File: src/rtl/sha256_pkg.sv
// Shared SHA-256 constants, FSM encoding and the small sigma functions.
// The compressor imports the same package, so the sigmas live here and not
// inside the scheduler.
package sha256_pkg;

    localparam int WORD_W  = 32;
    localparam int BLOCK_W = 512;
    localparam int ROUNDS  = 64;
    localparam int WIN_N   = BLOCK_W / WORD_W;   // 16 words in the window
    localparam int CTR_W   = $clog2(ROUNDS);     // 6-bit word counter

    typedef enum logic [1:0] {
        IDLE = 2'b00,
        RUN  = 2'b01
    } state_e;

    typedef logic [WORD_W-1:0] word_t;
    typedef word_t [WIN_N-1:0] window_t;  // index 0 = oldest word

    function automatic word_t rotr(input word_t x, input int n);
        return (x >> n) | (x << (WORD_W - n));
    endfunction

    // Message-schedule sigma0: ROTR7 ^ ROTR18 ^ SHR3
    function automatic word_t sigma0_small(input word_t x);
        return rotr(x, 7) ^ rotr(x, 18) ^ (x >> 3);
    endfunction

    // Message-schedule sigma1: ROTR17 ^ ROTR19 ^ SHR10
    function automatic word_t sigma1_small(input word_t x);
        return rotr(x, 17) ^ rotr(x, 19) ^ (x >> 10);
    endfunction

    // Split a padded block into window words, W0 from the top bits
    function automatic window_t block_to_window(input logic [BLOCK_W-1:0] blk);
        window_t win;
        for (int i = 0; i < WIN_N; i++)
            win[i] = blk[BLOCK_W-1-WORD_W*i -: WORD_W];
        return win;
    endfunction

endpackage

File: src/rtl/sha256_message_scheduler_w_expand_unit.sv
// Combinational next-word generator. Only the four taps the recurrence
// needs are ported in, so the rest of the window stays local to the top.
module w_expand_unit
    import sha256_pkg::*;
(
    input  logic [WORD_W-1:0] wm2,    // W[t-2]
    input  logic [WORD_W-1:0] wm7,    // W[t-7]
    input  logic [WORD_W-1:0] wm15,   // W[t-15]
    input  logic [WORD_W-1:0] wm16,   // W[t-16]
    input  logic [WORD_W-1:0] unused_pad_n, // tied off by parent, see top
    output logic [WORD_W-1:0] wnext
);

    // Modulo-2^32 sum; carries out of bit 31 simply fall off
    always_comb begin
        wnext = sigma1_small(wm2) + wm7 + sigma0_small(wm15) + wm16;
    end

    logic unused_ok;
    assign unused_ok = ^unused_pad_n;

endmodule

File: src/rtl/sha256_message_scheduler.sv
// SHA-256 message schedule expander. Loads one padded block on init and
// streams W0..W63, one word per clock, flagging the last word of a final
// block. The window always holds W[w_ctr .. w_ctr+15]; each RUN edge shifts
// it by one and appends the freshly expanded word.
module sha256_message_scheduler
    import sha256_pkg::*;
(
    input  logic               clk,
    input  logic               rst,
    input  logic [BLOCK_W-1:0] block,
    input  logic               init,
    input  logic               final_blk,
    output logic [WORD_W-1:0]  w,
    output logic               mi,
    output logic               ml
);

    localparam logic [1:0]       ST_IDLE = IDLE;
    localparam logic [1:0]       ST_RUN  = RUN;
    localparam logic [CTR_W-1:0] LAST    = CTR_W'(ROUNDS - 1);

    logic [1:0]       state;
    logic [CTR_W-1:0] w_ctr;
    logic             fin_q;
    window_t          win;
    window_t          blk_win;
    word_t            wnext;

    assign blk_win = block_to_window(block);

    // Next window word: W[w_ctr+16] from the current window
    w_expand_unit u_expand (
        .wm2          (win[14]),
        .wm7          (win[9]),
        .wm15         (win[1]),
        .wm16         (win[0]),
        .unused_pad_n ('0),
        .wnext        (wnext)
    );

    // Valid/last decode straight off the registered state
    always_comb begin
        mi = (state == ST_RUN);
        ml = (state == ST_RUN) && (w_ctr == LAST) && fin_q;
    end

    // FSM, word counter, output word and schedule window
    always_ff @(posedge clk) begin
        if (rst) begin
            state <= ST_IDLE;
            w_ctr <= '0;
            w     <= '0;
            fin_q <= 1'b0;
            win   <= '0;
        end else begin
            case (state)
                ST_IDLE: begin
                    if (init) begin
                        win   <= blk_win;
                        fin_q <= final_blk;
                        w     <= blk_win[0];
                        w_ctr <= '0;
                        state <= ST_RUN;
                    end
                end
                ST_RUN: begin
                    if (w_ctr == LAST) begin
                        // Done; init on this edge is deliberately ignored
                        state <= ST_IDLE;
                        w_ctr <= '0;
                        w     <= '0;
                        fin_q <= 1'b0;
                    end else begin
                        w_ctr <= w_ctr + 1'b1;
                        w     <= win[1];
                        win   <= {wnext, win[WIN_N-1:1]};
                    end
                end
                default: begin
                    state <= ST_IDLE;
                    w_ctr <= '0;
                    w     <= '0;
                    fin_q <= 1'b0;
                end
            endcase
        end
    end

endmodule

File: config.mk
export PLATFORM = sky130hd
export DESIGN_NAME = sha256_message_scheduler
export DESIGN_NICKNAME = d
export VERILOG_FILES = /design/src/rtl/sha256_pkg.sv /design/src/rtl/sha256_message_scheduler_w_expand_unit.sv /design/src/rtl/sha256_message_scheduler.sv
export SDC_FILE = /design/constraint.sdc
export NUM_CORES = 1
export LEC_CHECK = 0
export BUFFER_PORTS_ARGS = -buffer_cell sky130_fd_sc_hd__buf_2
export CORE_UTILIZATION = 30
export DETAILED_ROUTE_END_ITERATION = 7
export PLACE_DENSITY = 0.47
export SYNTH_ARGS = -nofsm -noshare
export SYNTH_HDL_FRONTEND = slang
export SYNTH_SLANG_ARGS = --single-unit
File: constraint.sdc
create_clock -name clk -period 11.98 [get_ports clk]
set_input_delay 1.198 -clock clk [delete_from_list [all_inputs] [get_ports clk]]
set_output_delay 1.198 -clock clk [all_outputs]
set_load 0.005 [all_outputs]
==> results.toml <==
[job]
maxCapViolations = 0

[pwr]
netSwitchingFraction = 0.3734
combPwrFrac = 0.347
p_sw_uw = 2531
intPower_uw = 4248
power.share.clock = 0.322
ir_drop_mv = 0.09835
p_leak_uw = 0.01464
p_per_area_nw_per_um2 = 198.5
pwr-share-seq = 0.331

[clock_network]
cts-buffers-inserted = 70
cts_setup_buffers = 0
tritoncts = "built"
clk_latency_ns = 0.61
clock_sink_count = 552
clkTransAtPathRegs_ns = 0.06
clock_path_buffers = 3
cts.repair.resized = 0
cts_hold_buf = 0
cts-root-buf = "clkbuf_16"
h-tree-depth = 3

[timing]
fmax_ghz = 0.2203
setup_violations = 0
slew_headroom = 0.2454
hold_violations = 0
clock_skew_ns = 0.02585
grt_setup_unrepaired = "no"
fin_crit_ns = 4.540
final.period_utilization = 0.3789
fin_tns_setup_ns = 0
tightest_slew_ns = 1.132
slew_viol_final = 0

[placed_design]
dp.cells = 4648
place_hpwl_microns = 84750
io_buffers = 549
gp_congestion = 0.8792

[synthesis]
synth_top_cell_area_share = 0.3879
ys_ff_latch = 552
synth_edf_count = 0
syn_inst = 3131
yosysSeqAreaShare = 0.3879
synth_area_sq_um = 28490
yosysTopAreaCell = "dfxtp_1"
yosysUniqueCellTypes = 67
syn_avg_cell_area_sq_um = 9.100
synth_warnings = 0
ys_top_cells_by_area = "dfxtp_1, mux2i_1, a211oi_1, nor2_1, fa_1"
syn_nets = 3741
async_flop_share = 0
synth_flop_cell = "dfxtp_1"

[die]
dieArea_sq_um = 96210
die_h_microns = 310.2
fp.dieW_microns = 310.2
core_sq_um = 93750
boundaryPins = 550
initial_utilization = 0.3039
rows = 112

[route]
vias = 23570
drc_errors = 0
firstDrtPassIters = 6
routed_via_density = 4.917
drt_iter0_markers = 1608
antenna_left = 0
wire_per_inst_microns = 23.12
routed_wl_microns = 110900

[global_routing]
grt-ovfl-total = 0
antenna_found_initial = 32
grt_pass1_vias = 22970
grt_max_degree = 266
grt_use_total = 0.2236
grt_pass1_wl_microns = 155800

[status]
outcome = "finished clean"

[final_layout]
nets = 4076
final_layout_size_suffix_gt1_frac = 0.2000
syn2layout_area_growth_pct = 19.88
most-common-layout-cells = "dfxtp_1, buf_2, nor2_1"
layout_commonest_cell = "dfxtp_1"
instances_no_fill = 4794

[worst_hold_path]
hold_path.class = "flip-flop to flip-flop"

[critical_path]
startpoint_type = "flip-flop"
arrival_ns = 5.00
crit_fanout = 5
cp_data_required_time_ns = 12.44
crit_type = "flip-flop to flip-flop"
end_kind = "flip-flop"
-- power groups by stage --
stage                     Combinational, uW  Clock, uW  Sequential (uW)
final                                  2350       2190             2240
after global routing                   2600       2320             2260
after CTS                              2360       2240             2240
after detailed placement               2340          0             2280
after global placement                 2350          0             2280
after floorplan                        1790          0             2150
-- final cells by class --
| type | count | area (sq um) |
|---|---|---|
| clock inverters | 25 | 294.0 |
| flip-flops and latches | 552 | 11050 |
| multi-input cells | 2117 | 15570 |
| well taps | 1254 | 1569 |
| clock buffers | 101 | 2072 |
| fillers | 9798 | 59600 |
| diodes | 20 | 50.05 |
| inverters | 152 | 570.5 |
| repair buffers | 573 | 2975 |
-- synth_stat cells, types with 27 or more instances --
library cell / n
mux2i_1: 483
nand2_1: 81
ha_1: 32
nor2_1: 528
fa_1: 62
buf_2: 35
a211oi_1: 468
a21oi_1: 116
o21ai_0: 29
buf_1: 40
dfxtp_1: 552
clkbuf_1: 217
inv_1: 152
xnor2_1: 117
a22oi_1: 27
-- registers in the layout (all words and copies together) (netlist names) --
signal	cells
win	512
w	32
w_ctr	6
fin_q	1
state	1
-- cell families after synthesis --
kind of cell | share of synthesized area
AO/OA/AOI/OAI | 0.1783
AND/OR/NAND/NOR | 0.09793
flip-flops | 0.3879
multiplexers | 0.1697
buffers and inverters | 0.06675
XOR/XNOR | 0.04181
adder cells (fa/ha/maj) | 0.05762
-- worst paths after layout --
path                            startpoint  cells past startpoint  slack (ns)       end
worst max-delay path               win[55]                     14        7.44  win[508]
worst min-delay path                 w[10]                      2        0.45     w[10]
worst max register to register     win[55]                     14        7.44  win[508]
worst min register to register       w[10]                      2        0.45     w[10]
-- routing by layer --
layer,vias up,part of all wire,GRT usage
met5,-,0.0011,0
met4,18,0.029,0.07698
met3,149,0.054,0.04223
met2,585,0.48,0.3733
met1,11050,0.44,0.2871
li1,11780,-,-
-- worst max-delay path, cell delays in order (launching register included) --
cell and delay, ns:
dfxtp_1 0.56, xnor2_1 0.16, xnor2_1 0.44, fa_1 0.50
inv_1 0.08, fa_1 0.42, inv_1 0.07, ha_1 0.29
a21o_1 0.20, a31o_1 0.20, o21ai_1 0.28, a21oi_1 0.21
a31oi_1 0.62, mux2i_1 0.26, o211ai_1 0.10
-- per-stage QoR --
step | hold slack [ns] | utilization | instance area, sq um | setup WS [ns] | power (uW)
after CTS | 0.4531 | 0.3638 | 34100 | 7.542 | 6843
after global placement | 0.4409 | 0.3385 | 31740 | 7.323 | 4624
final | 0.4521 | 0.3643 | 34150 | 7.440 | 6779
after global routing | 0.4716 | 0.3642 | 34140 | 7.247 | 7179
after floorplan | 0.4248 | - | 28490 | 8.214 | 3938
after detailed placement | 0.4417 | 0.3385 | 31740 | 7.306 | 4622
Power figures use the tool's default switching activity.
